==> src/rtl/alu_share_arbiter.sv <==
// Round-robin arbiter that time-shares one registered 8-bit calculator among NREQ requesters.
// Each transaction: IDLE (grant) -> EXEC -> CAPT -> RESP (valid/ready response).
module alu_share_arbiter #(
    parameter int NREQ = 4,
    parameter int IDW  = 2
) (
    input  logic              clk,
    input  logic              reset,
    input  logic [NREQ-1:0]   req_valid,
    output logic [NREQ-1:0]   req_ready,
    input  logic [NREQ*8-1:0] req_a,
    input  logic [NREQ*8-1:0] req_b,
    input  logic [NREQ*2-1:0] req_op,
    output logic [7:0]        alu_first_num,
    output logic [7:0]        alu_second_num,
    output logic [1:0]        alu_operation,
    input  logic [15:0]       alu_q,
    output logic              rsp_valid,
    input  logic              rsp_ready,
    output logic [IDW-1:0]    rsp_id,
    output logic [15:0]       rsp_data,
    output logic              busy
);

    typedef enum logic [1:0] {IDLE, EXEC, CAPT, RESP} state_t;

    state_t         state, state_next;
    logic [IDW-1:0] rr_ptr;
    logic [IDW-1:0] grant;
    logic [IDW-1:0] grant_inc;
    logic           found;
    logic [IDW:0]   cand;
    logic [IDW:0]   inc_w;
    logic [7:0]     sel_a, sel_b;
    logic [1:0]     sel_op;
    logic           accept;

    // Search upward from rr_ptr with wrap; first valid requester wins.
    always_comb begin
        found = 1'b0;
        grant = '0;
        cand  = '0;
        for (int unsigned k = 0; k < NREQ; k++) begin
            cand = {1'b0, rr_ptr} + (IDW+1)'(k);
            if (cand >= (IDW+1)'(NREQ))
                cand = cand - (IDW+1)'(NREQ);
            if (!found && req_valid[cand[IDW-1:0]]) begin
                found = 1'b1;
                grant = cand[IDW-1:0];
            end
        end
    end

    always_comb begin
        inc_w = {1'b0, grant} + (IDW+1)'(1);
        if (inc_w >= (IDW+1)'(NREQ))
            inc_w = '0;
        grant_inc = inc_w[IDW-1:0];
    end

    always_comb begin
        sel_a  = '0;
        sel_b  = '0;
        sel_op = '0;
        for (int unsigned i = 0; i < NREQ; i++) begin
            if (grant == IDW'(i)) begin
                sel_a  = req_a[i*8 +: 8];
                sel_b  = req_b[i*8 +: 8];
                sel_op = req_op[i*2 +: 2];
            end
        end
    end

    assign accept = (state == IDLE) && found && !reset;

    always_ff @(posedge clk) begin
        if (reset)
            state <= IDLE;
        else
            state <= state_next;
    end

    always_comb begin
        state_next = state;
        req_ready  = '0;
        rsp_valid  = 1'b0;
        busy       = (state != IDLE) && !reset;
        case (state)
            IDLE: begin
                if (accept) begin
                    req_ready  = NREQ'(1) << grant;
                    state_next = EXEC;
                end
            end
            EXEC: state_next = CAPT;
            CAPT: state_next = RESP;
            RESP: begin
                rsp_valid = !reset;
                if (rsp_ready)
                    state_next = IDLE;
            end
            default: state_next = IDLE;
        endcase
    end

    always_ff @(posedge clk) begin
        if (reset) begin
            rr_ptr         <= '0;
            alu_first_num  <= '0;
            alu_second_num <= '0;
            alu_operation  <= '0;
            rsp_id         <= '0;
            rsp_data       <= '0;
        end else begin
            if (accept) begin
                alu_first_num  <= sel_a;
                alu_second_num <= sel_b;
                alu_operation  <= sel_op;
                rsp_id         <= grant;
                rr_ptr         <= grant_inc;
            end
            if (state == CAPT)
                rsp_data <= alu_q;
        end
    end

endmodule

==> config.mk <==
export PLATFORM = sky130hd
export DESIGN_NAME = alu_share_arbiter
export DESIGN_NICKNAME = d
export VERILOG_FILES = /design/src/rtl/alu_share_arbiter.sv
export SDC_FILE = /design/constraint.sdc
export NUM_CORES = 1
export LEC_CHECK = 0
export BUFFER_PORTS_ARGS = -buffer_cell sky130_fd_sc_hd__buf_2
export CORE_ASPECT_RATIO = 0.75
export CORE_UTILIZATION = 28
export CTS_CLUSTER_DIAMETER = 30
export DETAILED_ROUTE_END_ITERATION = 8
export PLACE_DENSITY = 0.52
export SLEW_MARGIN = 20
export SYNTH_ARGS = -nofsm -noshare
export SYNTH_HDL_FRONTEND = slang
export SYNTH_SLANG_ARGS = --single-unit
==> constraint.sdc <==
create_clock -name clk -period 2.6 [get_ports clk]
set_input_delay 0.13 -clock clk [delete_from_list [all_inputs] [get_ports clk]]
set_output_delay 0.13 -clock clk [all_outputs]
set_load 0.02 [all_outputs]
==> results.sh <==
export IMPL_status="completed"
export IMPL_finalMaxSlewViolations=0
export IMPL_fmax_ghz=0.412
export IMPL_wl_per_cell_um=13.8
export IMPL_first_pass_iters=4
export IMPL_postRouteAntennaNets=0
export IMPL_vias=2472
export IMPL_worstPathRequired_ns=2.47
export IMPL_critPathArrivalTime_ns=2.30
export IMPL_synth_most_common_cell="a21oi_1"
export IMPL_core_um2=8060
export IMPL_slowest_delay_ns=0.56
export IMPL_route_detailed_drc=0
export IMPL_grt_pass1_vias=2217
export IMPL_ys_async_sr_fraction_pct=0
export IMPL_fp_dieArea_um2=8850
export IMPL_yosys_most_used_dff="dfxtp_1"
export IMPL_drt_initial_drc_count=69
export IMPL_netlist_top_cells_count="a21oi_1 (44), dfxtp_1 (40), nor2_1 (34), inv_1 (23)"
export IMPL_wl_met2_um=3110
export IMPL_synth_area_um2=2370
export IMPL_hold_path_class="in -> reg"
export IMPL_ir_worst_vdd_uv=445
export IMPL_p_leak_nw=1.61
export IMPL_postSynthAreaPerCell_um2=8.57
export IMPL_dp_hpwl_um=5170
export IMPL_synth_edf_count=0
export IMPL_drive_gt1_share_pct=42.0
export IMPL_met3WireLength_um=514
export IMPL_final_setup_tns_ns=0
export IMPL_die_h_um=81.7
export IMPL_cpMaxStageDelayCell="or4_1"
export IMPL_clock_sinks=40
export IMPL_routed_wl_um=7040
export IMPL_path_delay_family="simple AND/OR/NAND/NOR gates"
export IMPL_io_buffers=136
export IMPL_cts_root_buffer="clkbuf_16"
export IMPL_clk_path_buf_depth=2
export IMPL_cts_tree="yes"
export IMPL_skew_ns=0.00358
export IMPL_finalSetupViolations=0
export IMPL_whs_ns=0.0814
export IMPL_holdBufCountCts=0
export IMPL_ys_ff_latch=40
export IMPL_max_cap_violations=0
export IMPL_fp_dieW_um=108
export IMPL_pin_count=137
export IMPL_nNetsFinal=506
export IMPL_power_density_nw_per_um2=1150
export IMPL_synth_cells=277
export IMPL_row_count=28
export IMPL_grt_setup_unrepaired="no"
export IMPL_worstSkewPairLatency_ns=0.28
export IMPL_cp_end_kind="output port"
export IMPL_relSlewSlack_pct=34.1
export IMPL_antenna_cells=0
export IMPL_grt_antenna_before_repair=0
export IMPL_synth_top_area_share_pct=33.7
export IMPL_yosysSeqAreaShare_pct=33.7
export IMPL_viasPerCell=4.85
export IMPL_yosysTopAreaCell="dfxtp_1"
export IMPL_worst_path_max_fanout=15
export IMPL_critical_path_class="reg -> out"
export IMPL_worstPathCellList="mux2i_1 -> nor2_1 -> or4_1 -> ha_1 -> buf_4 -> and3_1 -> buf_2"
export IMPL_crit_buf_inv=2
export IMPL_fillers=872
export IMPL_area_growth_syn_to_layout_pct=39.7
export IMPL_grt_overflow=0
export IMPL_h_tree_depth=2
export IMPL_clkSlewWorstSetupHoldPaths_ns=0.06
export IMPL_finalPower_mw=3.83
export IMPL_start_util_pct=29.5
export IMPL_tightest_slew_ns=0.988
export IMPL_ys_warn_count=0
export IMPL_synth_nets=379
export IMPL_grt_pass1_wl_um=10900
export IMPL_grt_max_degree=38
export IMPL_ff_latch_area_um2=802
export IMPL_cts_made_buffers=5
export IMPL_multi_input_area_um2=1360
export IMPL_routabilityCongestion=0.804
export IMPL_synth_area_leaders="dfxtp_1 (34%), a21oi_1 (9.3%), a221o_1 (7.6%)"
export IMPL_final_min_clock_period_ns=2.43
export IMPL_grt_usage_pct=15.9
export IMPL_post_route_period_util_pct=93.5
export IMPL_start_kind="flip-flop"
export IMPL_synth_cell_type_count=34
export IMPL_finalHoldViolCount=0
export IMPL_dr_max_layer_used="met4"
export IMPL_wl_met1_um=3290
==> where the power goes <==
| group | leakage, nW | total (mW) | switching, mW | internal (mW) |
|---|---|---|---|---|
| logic | 1.20 | 2.18 | 1.26 | 0.919 |
| registers | 0.329 | 0.947 | 0.113 | 0.834 |
| clock network | 0.0798 | 0.702 | 0.252 | 0.451 |
==> cell usage in the layout, fill, tap and decap left out, drive strengths merged, types with 2 or more instances in the layout <==
cell / count
clkbuf: 5
o41ai: 2
dfxtp: 40
a221o: 18
nand2b: 3
o21ai: 3
nor4: 2
inv: 23
nand3b: 18
nand2: 6
mux2i: 18
nor2b: 2
and3: 4
ha: 7
buf: 145
a211oi: 15
or3: 2
nor2: 34
a21oi: 44
==> timing repair <==
item / 4_1_cts / 5_1_grt
pin swaps: 0 / 0
resized for setup: 1 / 2
setup buffers: 0 / 0
setup endpoints to repair: 1 / 2
==> cell families (layout without fill, tap and decap cells) <==
group                    after synthesis  after routing  synth area share (%)
AO/OA/AOI/OAI                         88             88                  28.6
adder cells (fa/ha/maj)                7              7                  3.69
buffers and inverters                 48            176                  9.49
flip-flops                            40             40                  33.7
multiplexers                          18             18                  7.59
AND/OR/NAND/NOR                       76             76                  16.9
==> sequential cells by signal, summed over array words and instances (netlist names) <==
name            flops
rsp_data           16
alu_first_num       8
rr_ptr              2
alu_operation       2
state               2
rsp_id              2
alu_second_num      8
==> through the flow <==
stage               worst slack (ns)  area (um^2)  util [%]  std cells
finish                         0.170         3320      41.2        510
global route                  0.0514         3320      41.2        510
floorplan                      0.245         2370         -        277
CTS                            0.116         3310      41.1        510
global placement               0.246         3140      39.0        502
detailed placement             0.227         3140      39.0        502
==> per-layer routing <==
metal	track usage, %	vias up
li1	-	1249
met2	25.5	85
met5	0	-
met3	4.37	8
met1	20.2	1130
met4	6.76	0
==> worst min-delay path, stage by stage <==
cell	delay (ns)
buf_2	0.07
mux2i_1	0.05
nor2_1	0.07
==> worst paths after layout <==
path                                start                to  slack, ns  cells after the start
worst max-delay path            rr_ptr[1]      req_ready[2]       0.17                      7
worst min-delay path             alu_q[0]       rsp_data[0]       0.08                      3
worst max register to register  rr_ptr[1]  alu_operation[0]       0.24                      7
worst min register to register  rsp_id[1]         rsp_id[1]       0.47                      2
==> cell type report <==
cell class	instances	area share, %
Clock buffer	5	3.77
Inverter	23	2.60
Timing Repair Buffer	145	23.3
Clock inverter	3	1.28
Sequential cell	40	24.2
Tap cell	105	3.96
Multi-Input combinational cell	189	40.9
Power figures use the tool's default switching activity.
